**config.mk**
```make
export PLATFORM = sky130hd
export DESIGN_NAME = pwidth_trig_flat
export DESIGN_NICKNAME = d
export VERILOG_FILES = /design/src/rtl/pwidth_trig_pkg.sv /design/src/rtl/pwidth_trig_if.sv /design/src/rtl/pwidth_sync.sv /design/src/rtl/pwidth_trig.sv /design/src/flat_wrapper.sv
export SDC_FILE = /design/constraint.sdc
export NUM_CORES = 1
export LEC_CHECK = 0
export CAP_MARGIN = 10
export CORE_MARGIN = 4
export CORE_UTILIZATION = 45
export CTS_CLUSTER_DIAMETER = 50
export CTS_CLUSTER_SIZE = 25
export DETAILED_ROUTE_END_ITERATION = 8
export PLACE_DENSITY = 0.73
export SYNTH_ARGS = -nofsm -noshare
export SYNTH_HDL_FRONTEND = slang
export SYNTH_SLANG_ARGS = --single-unit
```
**constraint.sdc**
```tcl
create_clock -name cnt_clk -period 3 [get_ports cnt_clk]
set_clock_uncertainty 0.05 [all_clocks]
set_input_delay 0.6 -clock cnt_clk [delete_from_list [all_inputs] [get_ports cnt_clk]]
set_output_delay 0.6 -clock cnt_clk [all_outputs]
set_load 0.01 [all_outputs]
```
**src/rtl/pwidth_trig_pkg.sv**
```systemverilog
// pwidth_trig_pkg: function-select encodings and FSM state type shared by
// the pulse-width trigger block.
package pwidth_trig_pkg;

   typedef enum logic [1:0] {
      FS_GT  = 2'b00,
      FS_LT  = 2'b01,
      FS_IN  = 2'b10,
      FS_OUT = 2'b11
   } func_sel_e;

   typedef enum logic [1:0] {
      IDLE,
      ARMED,
      MEASURE,
      EVAL
   } state_e;

endpackage

```
**src/rtl/pwidth_trig_if.sv**
```systemverilog
// pwidth_trig_if: control, threshold and result signals of pwidth_trig.
// The master drives controls and thresholds; the slave (the trigger) returns results.
interface pwidth_trig_if #(
   parameter int unsigned CNT_W = 32
);
   logic             en;
   logic             trigin;
   logic             pol;
   logic [1:0]       func_sel;
   logic [CNT_W-1:0] cmp_low;
   logic [CNT_W-1:0] cmp_high;
   logic             pul_trig;
   logic             pul_trig_status;
   logic [CNT_W-1:0] width;
   logic             width_vld;
   logic             width_sat;

   modport master (
      output en, trigin, pol, func_sel, cmp_low, cmp_high,
      input  pul_trig, pul_trig_status, width, width_vld, width_sat
   );

   modport slave (
      input  en, trigin, pol, func_sel, cmp_low, cmp_high,
      output pul_trig, pul_trig_status, width, width_vld, width_sat
   );
endinterface

```
**src/rtl/pwidth_sync.sv**
```systemverilog
// pwidth_sync: trigin synchroniser, polarity select and rise/fall detect.
module pwidth_sync #(
   parameter int unsigned SYNC_STAGES = 2
) (
   input  logic cnt_clk,
   input  logic cnt_clr,
   input  logic trigin,
   input  logic pol,
   output logic s,
   output logic s_rise,
   output logic s_fall,
   output logic s_valid
);
   logic [SYNC_STAGES-1:0] sync_q;
   logic [SYNC_STAGES-1:0] fill_q;
   logic                   edge_q;

   // fill_q marks when the chain holds trigin sampled after reset release,
   // so a level left over from reset is never mistaken for an idle level.
   always_ff @(posedge cnt_clk) begin
      if (cnt_clr) begin
         sync_q <= '0;
         fill_q <= '0;
         edge_q <= 1'b0;
      end else begin
         sync_q <= {sync_q[SYNC_STAGES-2:0], trigin};
         fill_q <= {fill_q[SYNC_STAGES-2:0], 1'b1};
         edge_q <= s;
      end
   end

   always_comb begin
      s       = sync_q[SYNC_STAGES-1] ^ pol;
      s_rise  = s & ~edge_q;
      s_fall  = ~s & edge_q;
      s_valid = fill_q[SYNC_STAGES-1];
   end

endmodule

```
**src/rtl/pwidth_trig.sv**
```systemverilog
// pwidth_trig: measures qualified trigin pulse widths and strobes pul_trig on a match.
// Define PWIDTH_TRIG_EARLY_EN to fire GT/OUT matches as soon as the count passes cmp_high.
module pwidth_trig #(
   parameter int unsigned CNT_W       = 32,
   parameter int unsigned SYNC_STAGES = 2
) (
   input logic          cnt_clk,
   input logic          cnt_clr,
   pwidth_trig_if.slave bus
);
   import pwidth_trig_pkg::*;

   localparam logic [CNT_W-1:0] CNT_ONE = CNT_W'(1);

   logic             s, s_rise, s_fall, s_valid;
   state_e           state_q, state_d;
   func_sel_e        fs_q, fs_d;
   logic [CNT_W-1:0] cnt_q, cnt_d;
   logic [CNT_W-1:0] lo_q, lo_d, hi_q, hi_d;
   logic [CNT_W-1:0] width_q, width_d;
   logic             sat_q, sat_d, wsat_q, wsat_d;
   logic             status_q, status_d;
   logic             trig_q, trig_d, vld_q, vld_d;
   logic             lt_hit, gt_hit, hit;

   pwidth_sync #(.SYNC_STAGES(SYNC_STAGES)) u_sync (
      .cnt_clk (cnt_clk),
      .cnt_clr (cnt_clr),
      .trigin  (bus.trigin),
      .pol     (bus.pol),
      .s       (s),
      .s_rise  (s_rise),
      .s_fall  (s_fall),
      .s_valid (s_valid)
   );

   always_comb begin
      lt_hit = cnt_q < lo_q;
      gt_hit = cnt_q > hi_q;
      hit    = 1'b0;
      unique case (fs_q)
         FS_GT:   hit = gt_hit;
         FS_LT:   hit = lt_hit;
         FS_IN:   hit = (cnt_q > lo_q) && (cnt_q < hi_q);
         default: hit = lt_hit | gt_hit;
      endcase
   end

`ifdef PWIDTH_TRIG_EARLY_EN
   logic             early_q, early_d, early_hit;
   logic [CNT_W:0]   hi_inc;

   // Extended by one bit so cmp_high = all-ones can never match.
   always_comb begin
      hi_inc    = {1'b0, hi_q} + {{CNT_W{1'b0}}, 1'b1};
      early_hit = ((fs_q == FS_GT) || (fs_q == FS_OUT)) && ({1'b0, cnt_q} == hi_inc);
   end
`endif

   always_comb begin
      state_d  = state_q;
      fs_d     = fs_q;
      cnt_d    = cnt_q;
      lo_d     = lo_q;
      hi_d     = hi_q;
      sat_d    = sat_q;
      width_d  = width_q;
      wsat_d   = wsat_q;
      status_d = status_q;
      trig_d   = 1'b0;
      vld_d    = 1'b0;
`ifdef PWIDTH_TRIG_EARLY_EN
      early_d  = early_q;
`endif
      if (!bus.en) begin
         state_d = IDLE;
         cnt_d   = '0;
         sat_d   = 1'b0;
`ifdef PWIDTH_TRIG_EARLY_EN
         early_d = 1'b0;
`endif
      end else begin
         unique case (state_q)
            IDLE: begin
               if (s_valid && !s) state_d = ARMED;
            end
            ARMED: begin
               if (s_rise) begin
                  state_d = MEASURE;
                  cnt_d   = CNT_ONE;
                  sat_d   = &CNT_ONE;
                  fs_d    = func_sel_e'(bus.func_sel);
                  lo_d    = bus.cmp_low;
                  hi_d    = bus.cmp_high;
`ifdef PWIDTH_TRIG_EARLY_EN
                  early_d = 1'b0;
`endif
               end
            end
            MEASURE: begin
               if (s_fall) begin
                  state_d = EVAL;
               end else if (cnt_q != '1) begin
                  cnt_d = cnt_q + CNT_ONE;
                  if (cnt_d == '1) sat_d = 1'b1;
               end
`ifdef PWIDTH_TRIG_EARLY_EN
               if (early_hit && !early_q) begin
                  trig_d   = 1'b1;
                  status_d = 1'b1;
                  early_d  = 1'b1;
               end
`endif
            end
            EVAL: begin
               state_d  = ARMED;
               width_d  = cnt_q;
               wsat_d   = sat_q;
               vld_d    = 1'b1;
               status_d = hit;
`ifdef PWIDTH_TRIG_EARLY_EN
               trig_d   = hit && !early_q;
`else
               trig_d   = hit;
`endif
               cnt_d    = '0;
               sat_d    = 1'b0;
            end
            default: state_d = IDLE;
         endcase
      end
   end

   always_ff @(posedge cnt_clk) begin
      if (cnt_clr) begin
         state_q  <= IDLE;
         fs_q     <= FS_GT;
         cnt_q    <= '0;
         lo_q     <= '0;
         hi_q     <= '0;
         sat_q    <= 1'b0;
         width_q  <= '0;
         wsat_q   <= 1'b0;
         status_q <= 1'b0;
         trig_q   <= 1'b0;
         vld_q    <= 1'b0;
`ifdef PWIDTH_TRIG_EARLY_EN
         early_q  <= 1'b0;
`endif
      end else begin
         state_q  <= state_d;
         fs_q     <= fs_d;
         cnt_q    <= cnt_d;
         lo_q     <= lo_d;
         hi_q     <= hi_d;
         sat_q    <= sat_d;
         width_q  <= width_d;
         wsat_q   <= wsat_d;
         status_q <= status_d;
         trig_q   <= trig_d;
         vld_q    <= vld_d;
`ifdef PWIDTH_TRIG_EARLY_EN
         early_q  <= early_d;
`endif
      end
   end

   assign bus.pul_trig        = trig_q;
   assign bus.pul_trig_status = status_q;
   assign bus.width           = width_q;
   assign bus.width_vld       = vld_q;
   assign bus.width_sat       = wsat_q;

endmodule

```
**src/flat_wrapper.sv**
```systemverilog
// flat-port wrapper written by rule: the top's interface ports become plain ports
module pwidth_trig_flat import pwidth_trig_pkg::*;
#(
   parameter int unsigned CNT_W       = 32,
   parameter int unsigned SYNC_STAGES = 2
)
  (cnt_clk, cnt_clr, bus_en, bus_trigin, bus_pol, bus_func_sel, bus_cmp_low, bus_cmp_high, bus_pul_trig, bus_pul_trig_status, bus_width, bus_width_vld, bus_width_sat);
  pwidth_trig_if #(.CNT_W(CNT_W)) bus_i ();
  input logic cnt_clk;
  input logic cnt_clr;
  input wire logic [$bits(bus_i.en)-1:0] bus_en;
  input wire logic [$bits(bus_i.trigin)-1:0] bus_trigin;
  input wire logic [$bits(bus_i.pol)-1:0] bus_pol;
  input wire logic [$bits(bus_i.func_sel)-1:0] bus_func_sel;
  input wire logic [$bits(bus_i.cmp_low)-1:0] bus_cmp_low;
  input wire logic [$bits(bus_i.cmp_high)-1:0] bus_cmp_high;
  output wire logic [$bits(bus_i.pul_trig)-1:0] bus_pul_trig;
  output wire logic [$bits(bus_i.pul_trig_status)-1:0] bus_pul_trig_status;
  output wire logic [$bits(bus_i.width)-1:0] bus_width;
  output wire logic [$bits(bus_i.width_vld)-1:0] bus_width_vld;
  output wire logic [$bits(bus_i.width_sat)-1:0] bus_width_sat;
  assign bus_i.en = bus_en;
  assign bus_i.trigin = bus_trigin;
  assign bus_i.pol = bus_pol;
  assign bus_i.func_sel = bus_func_sel;
  assign bus_i.cmp_low = bus_cmp_low;
  assign bus_i.cmp_high = bus_cmp_high;
  assign bus_pul_trig = bus_i.pul_trig;
  assign bus_pul_trig_status = bus_i.pul_trig_status;
  assign bus_width = bus_i.width;
  assign bus_width_vld = bus_i.width_vld;
  assign bus_width_sat = bus_i.width_sat;
  pwidth_trig #(.CNT_W(CNT_W), .SYNC_STAGES(SYNC_STAGES)) u_core (.cnt_clk(cnt_clk), .cnt_clr(cnt_clr), .bus(bus_i));
endmodule
```
### Word level (Yosys, flattened, before mapping)

Cells that the tools add are included.

* $lt $le $gt $ge: 4
* $add $sub $neg: 1
* bitwise gates (word level): 8
* divide/modulo/power cells: 0
* shifts and indexed selects: 0
* reductions and logical operators: 13
* equal/unequal tests: 13
* multipliers: 0
* multiplexer cells: 16

Operators by type and width (count)
* 32-bit two-way mux: 3
* 32-bit case mux with 3 select lines: 1
* 32-bit greater-than comparator: 2
* 32-bit < comparator: 2
* 32-bit by 1-bit adder with 32-bit output, second input constant: 1
* 32-bit == test, second input constant: 1
* 32-bit != test, second input constant: 1
* 2-bit by 1-bit != test with 1-bit output, second input constant: 5
* 2-bit case mux with 4 select lines: 1
* 2-bit == test, second input constant: 3
* 1-bit two-way mux: 6
* 2-bit two-way mux: 3
* 1-bit case mux with 3 select lines: 2
* 3-bit AND reduction: 2
* 5-bit AND reduction: 1
* 2-bit by 1-bit == test with 1-bit output, second input constant: 2
* 2-bit logical NOT: 2
* 1-bit NOT: 4
* 4-bit AND reduction: 1
* 3-bit nonzero test: 1
* 3-bit OR reduction: 1
* 1-bit bitwise AND: 2
* 1-bit logical AND: 2
* 2-bit != test, second input constant: 1
* 5 further kinds: 5

* memory bits (read-only): 0
* latch bits: 0
* output and inout port bits: 36
* RAM bits: 0
* word-level logic and storage cells: 70
* memories: 0
* input bits: 71
* register bits: 142

### Logic depth before layout (Yosys ltp)

Gate-level depths: netlist of the first run.

* word-level depth: 6
* depth in mapped cells: 9
* gate-level depth less buffers: 9

### Modules after synthesis

Synthesis of the first run repeated with hierarchy kept, for this count alone.

* cell total of the unflattened synthesis: 1008
* area, all modules: 7668.6 µm²

By module, submodules not included
* pwidth_trig: cells an instance 994, seq. area each 2742.6 µm², instances 1, area each 7512.2 µm²
* pwidth_sync: cells an instance 14, seq. area each 100.1 µm², instances 1, area each 156.4 µm²

### Least setup slack after synthesis of the first run

Ideal clock, no wire load.

* path kind: in2reg
* from: input bus_pol
* to: register u_core.sat_q
* data arrival time: 2441 ps
* setup time: 59 ps
* setup slack: 450 ps
* data required time: 2891 ps
* path buffers: 0
* cell stages on the path: 6
* cell sequence: xnor2_1 > maj3_2 > or3b_4 > or4_1 > a2111oi_1 > a31o_1

* cells in the longest elaborated chain, start to end: 5

RTL lines
* start, declared: line flat_wrapper.sv:13 `input wire logic [$bits(bus_i.pol)-1:0] bus_pol;`
* 1-bit XOR *: line pwidth_sync.sv:33 `s = sync_q[SYNC_STAGES-1] ^ pol;`
* 1-bit NOT: line pwidth_sync.sv:35 `s_fall = ~s & edge_q;`
* 1-bit bitwise AND: line pwidth_sync.sv:35
* 2-bit != test (no line)
* 5-bit AND reduction (no line) *
* end signal, assigned: line pwidth_trig.sv:156 `sat_q <= sat_d;`
* end, declared: line pwidth_trig.sv:21 `logic sat_q, sat_d, wsat_q, wsat_d;`

Every way passes the cells marked *; elsewhere a longest branch is shown, timed or not.
A chain may end at the register's enable or synchronous reset.

### Worst setup path in the final report of the first run

* from: register u_core.cnt_q[6]
* to: register u_core.cnt_q[24]

* cells in the longest elaborated chain, start to end: 4

RTL lines
* start, declared: line pwidth_trig.sv:18 `logic [CNT_W-1:0] cnt_q, cnt_d;`
* start signal, assigned: line pwidth_trig.sv:153 `cnt_q <= cnt_d;`
* 32-bit by 1-bit adder with 32-bit output: line pwidth_trig.sv:104 `cnt_d = cnt_q + CNT_ONE;`
* 32-bit two-way mux: line pwidth_trig.sv:103 `end else if (cnt_q != '1) begin`
* 32-bit two-way mux: line pwidth_trig.sv:101 `if (s_fall) begin`
* 32-bit case mux with 3 select lines: line pwidth_trig.sv:83 `unique case (state_q)`

Several ways; a longest one is shown, not always the timed one. The select of a mux whose other input is x is not followed.

==> results of run 1 <==
## state kept, by name, summed over array words and instances, names as in the netlist, 2 cells and up
name	flops
u_core.lo_q	32
u_core.fs_q	2
u_core.hi_q	32
u_core.state_q	2
u_core.u_sync.fill_q	2
u_core.u_sync.sync_q	2
u_core.cnt_q	32
u_core.bus.width	32
## worst max-delay path by stage
stage	slack (ps)	end	cells past startpoint
floorplan	450	u_core.sat_q	6
global placement	40	u_core.cnt_q[12]	10
detailed placement	-40	u_core.sat_q	7
CTS	290	u_core.cnt_q[19]	9
global route	50	u_core.sat_q	7
finish	260	u_core.cnt_q[24]	6
## stage by stage
stage | hold WS, ps | power, mW | area [µm²]
2_1_floorplan | 363.8 | 2.043 | 7614
3_3_place_gp | 368.7 | 2.166 | 9081
3_5_place_dp | 386.1 | 2.169 | 9081
4_1_cts | 380.0 | 4.509 | 9732
5_1_grt | 366.9 | 4.624 | 9732
6_report | 389.8 | 4.474 | 9732
## final cells by class
class	count	area [µm²]
Clock buffer	19	432.9
Inverter	76	285.3
Sequential cell	142	2843
Tap cell	220	275.3
Clock inverter	12	217.7
Timing Repair Buffer	150	1414
Fill cell	1533	6852
Multi-Input combinational cell	719	4264
## worst max-delay path: stages (launching register included)
cell and delay (ps):
dfxtp_1 580, nand3_1 240, or3_1 440, nor4_4 370, a41oi_2 360, buf_4 310
a311oi_1 290
## routing by layer
metal  wire, µm  GRT usage  vias to the layer above
met1       8869     0.2691                     3395
met5          0          0                        -
met4        561    0.08008                        0
met2      10070     0.3661                      209
li1           -          -                     3662
met3       1250    0.05249                       39
## synthesized netlist by cell type, types with 5 or more instances
cell | n | area share
clkbuf_1 | 35 | 0.017
nor2b_1 | 5 | 0.0041
nor3_1 | 10 | 0.0066
xnor2_1 | 8 | 0.0092
ha_1 | 70 | 0.12
nor2_1 | 38 | 0.019
a21o_1 | 5 | 0.0049
buf_2 | 13 | 0.0085
dfxtp_1 | 142 | 0.37
o21ai_0 | 26 | 0.017
nand2_1 | 251 | 0.12
a21oi_1 | 144 | 0.095
o211a_1 | 5 | 0.0066
inv_1 | 76 | 0.037
nand4_1 | 17 | 0.014
buf_1 | 9 | 0.0044
a311oi_1 | 22 | 0.025
nand3_1 | 27 | 0.018
nor4_1 | 9 | 0.0074
a31oi_1 | 9 | 0.0074
and4_1 | 5 | 0.0058
## logic make-up after synthesis
| group | Yosys count |
|---|---|
| and+or+nand+nor | 395 |
| adders and majority gates | 71 |
| buffers and inverters | 134 |
| xor gates and xnor gates | 10 |
| DFF | 142 |
| muxes | 2 |
| AOI/OAI and AO/OA | 241 |
## power groups by stage
stage / Combinational (mW) / Clock, mW / Sequential [mW]
6_report: 0.225 / 2.35 / 1.90
5_1_grt: 0.248 / 2.47 / 1.90
2_1_floorplan: 0.0996 / 0 / 1.94
3_3_place_gp: 0.222 / 0 / 1.94
4_1_cts: 0.226 / 2.38 / 1.90
3_5_place_dp: 0.224 / 0 / 1.94
==> metrics, run 1 <==
status completed; vias approximately 7300; num rows 47; final setup vio count 0; leakage power ~3.5 nW; Worst Path Max Fanout 12; power per cell area about 460 nW/µm²; Max Cap Viol 0; Nets approximately 1200; IO Port Bufs 106; clk_lat worst skew approximately 430 ps; post-cts hold buffer count 0; syn nets about 1100; DR iter-0 viols 481; Placed Instances around 1300; peak supply drop 0.4141 mV; crit path from u_core.cnt_q[6]; gr usage total 0.2167; final RePlAce weighted congestion roughly 0.95; sequential share of power 0.425; drt via density approximately 5.5; clock slew at the register clock pins of the worst setup and hold paths 70 ps; Startpoint Class register; Inserted Clock Buffers 17; layout cell share with drive strength beyond 1 0.08408; sw frac 0.2018; Hold Path Depth 1; setup tns final 0 ps; leading cell type in the layout, fill and taps excluded nand2_1; worst hold endpoint u_core.u_sync.sync_q[1]; Hold Vio Cnt, Final 0; commonest register cell after synthesis dfxtp_1; Synth async-reset ratio 0; Synth Area in Compound Gates 0.1903; die area ~19000 µm²; final design utilization 0.5868; P_sw approximately 900 µW; Syn. warnings 0; clock share of power 0.524; slew at the pin closest to its max-slew limit 713.2 ps; Layout area overhead 27.82%; Clock Path Buffers 2; Slew Limit Fails 0; Setup crit end kind register; post-cts resize count 0; commonest non-fill, non-tap cells in the layout 251 x nand2_1, 144 x a21oi_1, 142 x dfxtp_1; synth unique cells 60; sequential-to-total area share from yosys stat 0.3734; mux cell area share after synthesis 0.002629; Reg2Reg Capture Point u_core.cnt_q[24]; core area roughly 17000 µm²; adder-cell share of the synthesized area 0.1165; hold_sp u_core.u_sync.sync_q[0]; largest net degree at the start of global routing 67; R2R Path Start u_core.cnt_q[6]; Reg2Reg Depth 6; Top Ports between 100 and 150; fin worst setup slack ~260 ps; TritonCTS clock tree done; antenna violation net count after detailed routing 0; WP data arrival 3020 ps; Seq cells post-synth 142; initial antenna violation count 0; Die Wd 138.1 µm; drt pass-1 iters 5; vias in the first global route around 7000; Post-synth EDFFs 0; RSZ-0062 raised after global routing no; Post-Synth XOR/XNOR Area 0.01150; R2R setup slack about 260 ps; Initial Utilization 0.4591; n_diodes 0; Worst EP required 3280 ps; Comb pwr share 0.050; simple-gate share of the synthesized area 0.2373; Cell Count, Final, Fillers Out approximately 1300; Post-DP HPWL 14980 µm; Root Driver clkbuf_16; Post-Route WL 20750 µm; Syn Inst Count approximately 1000; detailed-route wire length per cell between 15 and 20 µm; highest clock rate ~370 MHz; Setup Buffers After CTS 0; Clock Sinks approximately 140; largest family of logic cells by synthesized area simple AND/OR/NAND/NOR gates; setup slack at placement -36.38 ps; first-pass GRT wire length about 34000 µm; average cell area after synthesis 7.652 µm²; die height around 140 µm; # DRC 0; Tightest Hold Check Type reg -> reg; GRT overflow 0; synthesized area ~7600 µm²; period utilisation layout 0.9131; Cell Int Power 3.571 mW; final critical-path required period 2739 ps; H-tree Lvls 4; Worst Setup Path Type reg -> reg; max_slew headroom 0.5245
Note: power is estimated with default switching activity, not from simulation.
==> run 2, diff against run 1 <==
ABC_AREA = 1   (was not set)
CORE_MARGIN = not set   (was 4)
SYNTH_HIERARCHICAL = 1   (was not set)
==> run 2 against run 1 <==
Effect of this change:
- sequential share of layout area rose by 0.29 points
- maximum frequency rose by 11%
- setup slack improved by 270 ps
- clock power fell by 3%
- combinational power rose by 60%
- synthesized cell count rose by 10%
- sequential power barely moved
- cell count rose by 6.9%
- register-to-register slack improved by 270 ps
- critical path type unchanged
==> metrics, run 2 <==
max_slew headroom 0.6047; Synth async-reset ratio 0; Reg2Reg Depth 13; setup slack at placement roughly 210 ps; Setup crit end kind register; leakage power just under 4 nW; final hold slack around 350 ps; Tightest Hold Check Type reg -> reg; drt via density 5.155; leading cell type in the layout, fill and taps excluded nand2_1; Top Ports between 100 and 150; power per cell area roughly 470 nW/µm²; fin worst setup slack 526.9 ps; Root Driver clkbuf_16; hold_sp u_core/u_sync/fill_q[0]; Hold Vio Cnt, Final 0; initial antenna violation count 0; final RePlAce weighted congestion 0.8979; vias around 7400; Worst Setup Path Type reg -> reg; sequential share of power 0.420; Worst EP required roughly 3300 ps; IO Port Bufs ~110; Max Cap Viol 0; DR iter-0 viols 453; synth unique cells 30; post-cts resize count 0; GRT overflow 0; Inserted Clock Buffers 17; Worst Path Max Fanout 15; Syn Inst Count between 1000 and 1500; top cells by area, synth dfxtp_1 37%, ha_1 12%, nand2_1 11%, a21oi_1 10%, o21ai_0 7.6%; highest clock rate ~400 MHz; core area about 17000 µm²; commonest non-fill, non-tap cells in the layout 228 x nand2_1, 153 x a21oi_1, 142 x dfxtp_1; R2R setup slack ~530 ps; Post-synth EDFFs 0; area leader, netlist dfxtp_1; sw frac 0.2202; Synth top cells by count 228 x nand2_1, 153 x a21oi_1, 142 x dfxtp_1, 137 x inv_1, 117 x o21ai_0; # DRC 0; commonest register cell after synthesis dfxtp_1; Yosys top cell area share 0.3706; Post-Route WL approximately 20000 µm; top-count cell post-synth nand2_1; Initial Utilization 0.4609; clock slew at the register clock pins of the worst setup and hold paths roughly 60 ps; worst hold endpoint u_core/u_sync/fill_q[1]; final critical-path required period 2473 ps; Cell Int Power roughly 3.6 mW; Slew Limit Fails 0; R2R Path Start u_core/cnt_q[0]; Clock Sinks ~140; period utilisation layout 0.8244; Clock Path Buffers 2; peak supply drop roughly 0.41 mV; num rows 47; clk_lat worst skew approximately 430 ps; drt pass-1 iters 7; antenna violation net count after detailed routing 0; Comb pwr share 0.079; Syn. warnings 6; clock share of power 0.501; slew at the pin closest to its max-slew limit 593.0 ps; synthesized area roughly 7700 µm²; setup tns final 0 ps; WP data arrival roughly 2800 ps; first-pass GRT wire length around 33000 µm; P_sw a little over 1 mW; n_diodes 0; Hold Path Depth 2; Nets between 1000 and 1500; average cell area after synthesis 6.999 µm²; final setup vio count 0; RSZ-0062 raised after global routing no; gr usage total 0.2352; detailed-route wire length per cell around 14 µm; status completed; layout cell share with drive strength beyond 1 0.06281; sequential-to-total area share from yosys stat 0.3706; Seq cells post-synth about 140; Filler cells between 1500 and 2000; Setup Buffers After CTS 0; post-cts hold buffer count 0; H-tree Lvls 4; vias in the first global route between 6000 and 7000; die area around 18000 µm²; Layout area overhead 25.62%; Post-DP HPWL approximately 15000 µm; syn nets ~1200; Die Wd approximately 130 µm; Pwr Total 4.571 mW; Reg2Reg Capture Point u_core/cnt_q[28]; largest net degree at the start of global routing 70; TritonCTS clock tree done; die height 132.6 µm; Startpoint Class register
==> run 2: cell families after synthesis <==
group                    count (synthesis)  share of synthesized area
adder cells (fa/ha/maj)                 71                     0.1158
XOR/XNOR                                11                    0.01256
AND/OR/NAND/NOR                        415                     0.2252
flip-flops                             142                     0.3706
buffers and inverters                  180                    0.09215
AO/OA/AOI/OAI                          277                     0.1837
==> run 2: power by group through the flow <==
stage / sequential, mW / combinational (mW) / clock (mW)
6_report: 1.92 / 0.361 / 2.29
5_1_grt: 1.92 / 0.399 / 2.41
4_1_cts: 1.92 / 0.358 / 2.32
3_5_place_dp: 1.96 / 0.355 / 0
3_3_place_gp: 1.96 / 0.352 / 0
2_1_floorplan: 1.96 / 0.194 / 0
==> run 2: worst max-delay path by stage <==
| stage | from | end | slack (ps) | cells after the start |
|---|---|---|---|---|
| 6_report | u_core/cnt_q[0] | u_core/cnt_q[28] | 530 | 13 |
| 3_5_place_dp | bus_pol | u_core/cnt_q[19] | 210 | 12 |
| 2_1_floorplan | u_core/cnt_q[1] | u_core/cnt_q[19] | 1000 | 13 |
| 3_3_place_gp | bus_pol | u_core/cnt_q[19] | 270 | 12 |
| 4_1_cts | u_core/cnt_q[0] | u_core/cnt_q[28] | 580 | 13 |
| 5_1_grt | u_core/cnt_q[0] | u_core/cnt_q[24] | 340 | 13 |
==> run 2: cell type report <==
cell class / count / area, µm² / share of cell area
Inverter: 140 / 525.5 / 0.05453
Sequential cell: 142 / 2843 / 0.2950
Tap cell: 220 / 275.3 / 0.02856
Clock inverter: 11 / 190.2 / 0.01974
Clock buffer: 20 / 446.7 / 0.04635
Timing Repair Buffer: 123 / 1214 / 0.1259
Multi-Input combinational cell: 774 / 4143 / 0.4299
==> run 2: per-stage QoR <==
stage	cell area, µm²	std cells	utilization
4_1_cts	9637	1430	0.5791
2_1_floorplan	7671	1096	-
3_5_place_dp	9000	1399	0.5408
5_1_grt	9637	1430	0.5791
3_3_place_gp	9000	1399	0.5408
6_report	9637	1430	0.5791
==> run 2: metal layers <==
| layer | wire length (µm) | vias to the layer above | track usage |
|---|---|---|---|
| met1 | 9376 | 3350 | 0.3043 |
| met3 | 1051 | 45 | 0.04559 |
| met2 | 9340 | 208 | 0.3833 |
| met5 | 0 | - | 0 |
| li1 | - | 3769 | - |
| met4 | 551 | 0 | 0.09642 |
==> run 2: critical path: stages (launching register included) <==
cell,delay (ps)
dfxtp_1,330
ha_1,270
nand2_2,170
nor2_4,60
nand2_1,160
nor2_2,80
nand3_1,80
nand2_1,60
nor2_1,290
nand2_1,250
inv_2,110
buf_4,230
nand2_1,100
a21oi_1,160
